$ cat config.mk
export PLATFORM = sky130hd
export DESIGN_NAME = rf_multi
export DESIGN_NICKNAME = d
export VERILOG_FILES = /design/src/rtl/rf_multi.sv
export SDC_FILE = /design/constraint.sdc
export NUM_CORES = 1
export LEC_CHECK = 0
export BUFFER_PORTS_ARGS = -buffer_cell sky130_fd_sc_hd__buf_2
export CORE_ASPECT_RATIO = 1.1
export CORE_MARGIN = 2
export CORE_UTILIZATION = 60
export CTS_CLUSTER_DIAMETER = 40
export DETAILED_ROUTE_END_ITERATION = 7
export PLACE_DENSITY = 0.83
export REMOVE_ABC_BUFFERS = 1
export SYNTH_ARGS = -nofsm -noshare
export SYNTH_HDL_FRONTEND = slang
export SYNTH_SLANG_ARGS = --single-unit
$ cat constraint.sdc
create_clock -name clk -period 4.2 [get_ports clk]
set_input_delay 1.26 -clock clk [delete_from_list [all_inputs] [get_ports clk]]
set_output_delay 1.26 -clock clk [all_outputs]
set_load 0.01 [all_outputs]
$ cat src/rtl/rf_multi.sv
// rf_multi: NUM_REGS x WORD_SIZE register file with per-register pending scoreboard and a one-entry-per-cycle clear sweep.
// Define RF_BYPASS_EN to forward a same-cycle write (and its pending state) straight onto the read ports.
module rf_multi #(
    parameter int WORD_SIZE = 16,
    parameter int NUM_REGS  = 8,
    parameter int ADDR_W    = 3
) (
    input  logic                 clk,
    input  logic                 reset_n,
    input  logic [ADDR_W-1:0]    rd_addr1,
    output logic [WORD_SIZE-1:0] rd_data1,
    output logic                 pend1,
    input  logic [ADDR_W-1:0]    rd_addr2,
    output logic [WORD_SIZE-1:0] rd_data2,
    output logic                 pend2,
    input  logic                 wr_en,
    input  logic [ADDR_W-1:0]    wr_addr,
    input  logic [WORD_SIZE-1:0] wr_data,
    input  logic                 rsv_en,
    input  logic [ADDR_W-1:0]    rsv_addr,
    input  logic                 clr_req,
    output logic                 clr_busy
);

    typedef enum logic {IDLE, CLEAR} state_e;

    state_e               state_q, state_d;
    logic [ADDR_W-1:0]    idx_q, idx_d;
    logic [WORD_SIZE-1:0] regs_q [NUM_REGS];
    logic [WORD_SIZE-1:0] regs_d [NUM_REGS];
    logic [NUM_REGS-1:0]  pend_q, pend_d;

    always_ff @(posedge clk or negedge reset_n) begin
        if (!reset_n) begin
            state_q <= IDLE;
            idx_q   <= '0;
            pend_q  <= '0;
            for (int i = 0; i < NUM_REGS; i++) begin
                regs_q[i] <= '0;
            end
        end else begin
            state_q <= state_d;
            idx_q   <= idx_d;
            pend_q  <= pend_d;
            regs_q  <= regs_d;
        end
    end

    // Reserve is applied after the write so a same-address reserve leaves the entry pending.
    always_comb begin
        state_d = state_q;
        idx_d   = idx_q;
        pend_d  = pend_q;
        regs_d  = regs_q;
        case (state_q)
            IDLE: begin
                if (wr_en) begin
                    regs_d[wr_addr] = wr_data;
                    pend_d[wr_addr] = 1'b0;
                end
                if (rsv_en) begin
                    pend_d[rsv_addr] = 1'b1;
                end
                if (clr_req) begin
                    state_d = CLEAR;
                    idx_d   = '0;
                end
            end
            CLEAR: begin
                regs_d[idx_q] = '0;
                pend_d[idx_q] = 1'b0;
                idx_d         = idx_q + ADDR_W'(1);
                if (idx_q == ADDR_W'(NUM_REGS - 1)) begin
                    state_d = IDLE;
                end
            end
            default: state_d = IDLE;
        endcase
    end

    assign clr_busy = (state_q == CLEAR);

    always_comb begin
        rd_data1 = regs_q[rd_addr1];
        pend1    = pend_q[rd_addr1];
        rd_data2 = regs_q[rd_addr2];
        pend2    = pend_q[rd_addr2];
`ifdef RF_BYPASS_EN
        if (wr_en && state_q == IDLE && rd_addr1 == wr_addr) begin
            rd_data1 = wr_data;
            pend1    = rsv_en && (rsv_addr == wr_addr);
        end
        if (wr_en && state_q == IDLE && rd_addr2 == wr_addr) begin
            rd_data2 = wr_data;
            pend2    = rsv_en && (rsv_addr == wr_addr);
        end
`endif
    end

endmodule

==> impl_metrics.yaml <==
status:
  status: "finished, violations left"
  violations: "DRC"
final_layout:
  syn2layout_area_growth_pct: 13.4
  nets: 708
  layout_common_cells: "dfrtp_1, nand2_1, mux2i_1, mux4_2, buf_2"
  drive_gt1_frac: 0.327
  antenna_cells: 0
  final_util: 0.704
  final_common_cell: "dfrtp_1"
worst_setup_path:
  crit_type: "input port to primary output"
  start_kind: "input port"
  path_cells: "buf_2, buf_4, mux4_2, mux2_2, buf_2"
  rr_startpoint: "clr_busy$_DFF_PN0_"
  crit_path_end_kind: "primary output"
  rr_endpoint: "regs_q[98]$_DFFE_PN0P_"
  required_ns: 2.94
  r2r_slack_ns: 1.67
  crit_fanout: 13
  crit_family: "multiplexers"
  max_stage_delay_ns: 0.54
  crit_buf_inv: 3
  worst-endpoint-arrival_ns: 2.65
  crit_top_cell: "buf_2"
  crit_path_top_delay_cell: "mux4_2"
  reg2reg_depth: 4
die:
  num_rows: 43
  ioPinCount: 68
  die_w_um: 113
  start_util: 0.621
  dieHeight_um: 124
  coreArea_um2: 12700
  die-area_um2: 14100
timing:
  skew_ns: 0.00360
  max_freq_mhz: 255
  worst_pin_slew_ns: 1.20
  drv_slew: 0
  hold_viol: 0
  min_period_over_period: 0.932
  setup_tns_ns: 0
  slew_headroom: 0.201
  rsz0062_at_grt: "false"
  period_minus_slack_ns: 3.91
  setup_viol: 0
clocking:
  hold_buffers: 0
  clkTransAtPathRegs_ns: 0.06
  post_cts_resized: 0
  cts-root-buf: "clkbuf_16"
  cts_max_level: 4
  post-cts-setup-buffers: 0
  cts_buffer_depth: 2
  cts_tree: "built"
  clkLatencyLatePin_ns: 0.43
  numCtsBuffers: 17
  cts_sinks: 140
global_route:
  grt_max_degree: 63
  antenna_found_initial: 0
  overflow: 0
  grt_pass1_vias: 6113
  grt.total_usage: 0.317
  grt_first_pass_wirelength_mm: 32.9
drt:
  ant_nets: 0
  firstDrtPassIters: 7
  wl_mm: 21.1
  dr.first_iter.drc_count: 579
  num_vias: 5713
  viasPerCell: 6.79
  wire_per_inst_um: 25.1
  drc_errors: 3
logic_synthesis:
  netlist_instances: 618
  synth_top_area_cell: "dfrtp_1"
  synthTopCellsByArea: "dfrtp_1, mux4_2, mux2i_1"
  syn_area_per_cell_um2: 12.8
  synth_warnings: 0
  ys_ff_latch: 140
  synth_top_area_frac: 0.445
  yosysUniqueCellTypes: 32
  yosysSeqAreaShare: 0.445
  synthesis.area_um2: 7880
power_and_ir_drop:
  p_leak_nw: 4.51
  power_per_cell_area_nw_per_um2: 627
  max-vdd-ir-drop_uv: 347
placed_design:
  gp_congestion: 0.853
  portBuffers: 67
  hpwl_mm: 13.0
flow_run:
  maxCapViolCount: 0
min_path:
  hold_depth: 2
  min_to: "regs_q[37]$_DFFE_PN0P_"
  worstHoldPathType: "register to register"
  worstHoldStart: "regs_q[37]$_DFFE_PN0P_"
## per-stage QoR
stage / setup WS (ns) / area, um2 / instances / total power [mW] / hold WS (ns)
final: 0.286 / 8940 / 842 / 5.61 / 0.543
after global routing: 0.202 / 8940 / 842 / 5.84 / 0.565
after CTS: 0.265 / 8940 / 842 / 5.57 / 0.543
after detailed placement: 0.264 / 8340 / 811 / 4.05 / 0.533
after global placement: 0.312 / 8340 / 811 / 3.89 / 0.517
after floorplan: 0.776 / 7620 / 567 / 3.33 / 0.503
## tightest hold or removal path, delay by kind of cell (launching register included)
family        cells  cell delay (ns)
simple gates      1             0.06
flops             1             0.38
mux               1             0.05
## cell usage after synthesis (all sizes together)
master   number
and3b         1
nor3b         2
o2bb2ai       3
mux2         34
mux4         68
nand2b        6
inv          17
nor3          1
or4b          1
nor2          6
ha            2
nand3         1
a21oi         1
buf          33
o21ai         2
nand4bb       3
nand3b        1
clkbuf       18
and3          1
dfrtp       140
nand4b        3
nand2       136
mux2i       129
or3           2
nand4         1
or4           1
a32o          5
## flip-flops by register name, indices dropped and copies added, names as in the netlist
register  count
regs_q      128
clr_busy      1
pend_q        8
idx_q         3
## report_power, final
part | internal, mW | switching, mW | leakage [nW] | total (mW)
Clock | 0.931 | 0.578 | 0.283 | 1.51
Sequential | 1.84 | 0.477 | 1.91 | 2.32
Combinational | 0.890 | 0.888 | 2.32 | 1.78
## final cells by class
| class | instances | area (um2) |
|---|---|---|
| inverter | 17 | 63.8 |
| clock buffer | 21 | 480 |
| multi-input combinational | 410 | 4060 |
| clock inverter | 10 | 114 |
| fill | 833 | 3760 |
| sequential | 140 | 3500 |
| timing repair buffer | 87 | 526 |
| tap | 157 | 196 |
## worst max path at each step
stage / startpoint / slack, ns / cells past startpoint / endpoint
2_1_floorplan: wr_addr[0] / 0.78 / 3 / regs_q[64]$_DFFE_PN0P_
3_3_place_gp: rd_addr1[0] / 0.31 / 5 / rd_data1[7]
3_5_place_dp: rd_addr1[0] / 0.26 / 5 / pend1
4_1_cts: rd_addr1[0] / 0.27 / 5 / pend1
5_1_grt: rd_addr2[0] / 0.20 / 5 / rd_data2[4]
6_report: rd_addr1[0] / 0.29 / 5 / pend1
## per-layer routing
layer  up-vias  track usage  routed length, um
li1       2359            -                  -
met1      2982        0.397               7940
met2       299        0.536              10900
met3        73       0.0594               1450
met4         0        0.159                810
met5         -            0                  0
## cells by family (layout without fill, tap and decap cells)
logic type,after synthesis,after routing,synth area share
mux,231,231,0.407
fa+ha+maj,2,2,0.00318
compound gates,11,11,0.0116
flops,140,140,0.445
simple gates,166,166,0.0924
buf+inv,68,135,0.0414
Power figures use the tool's default switching activity.
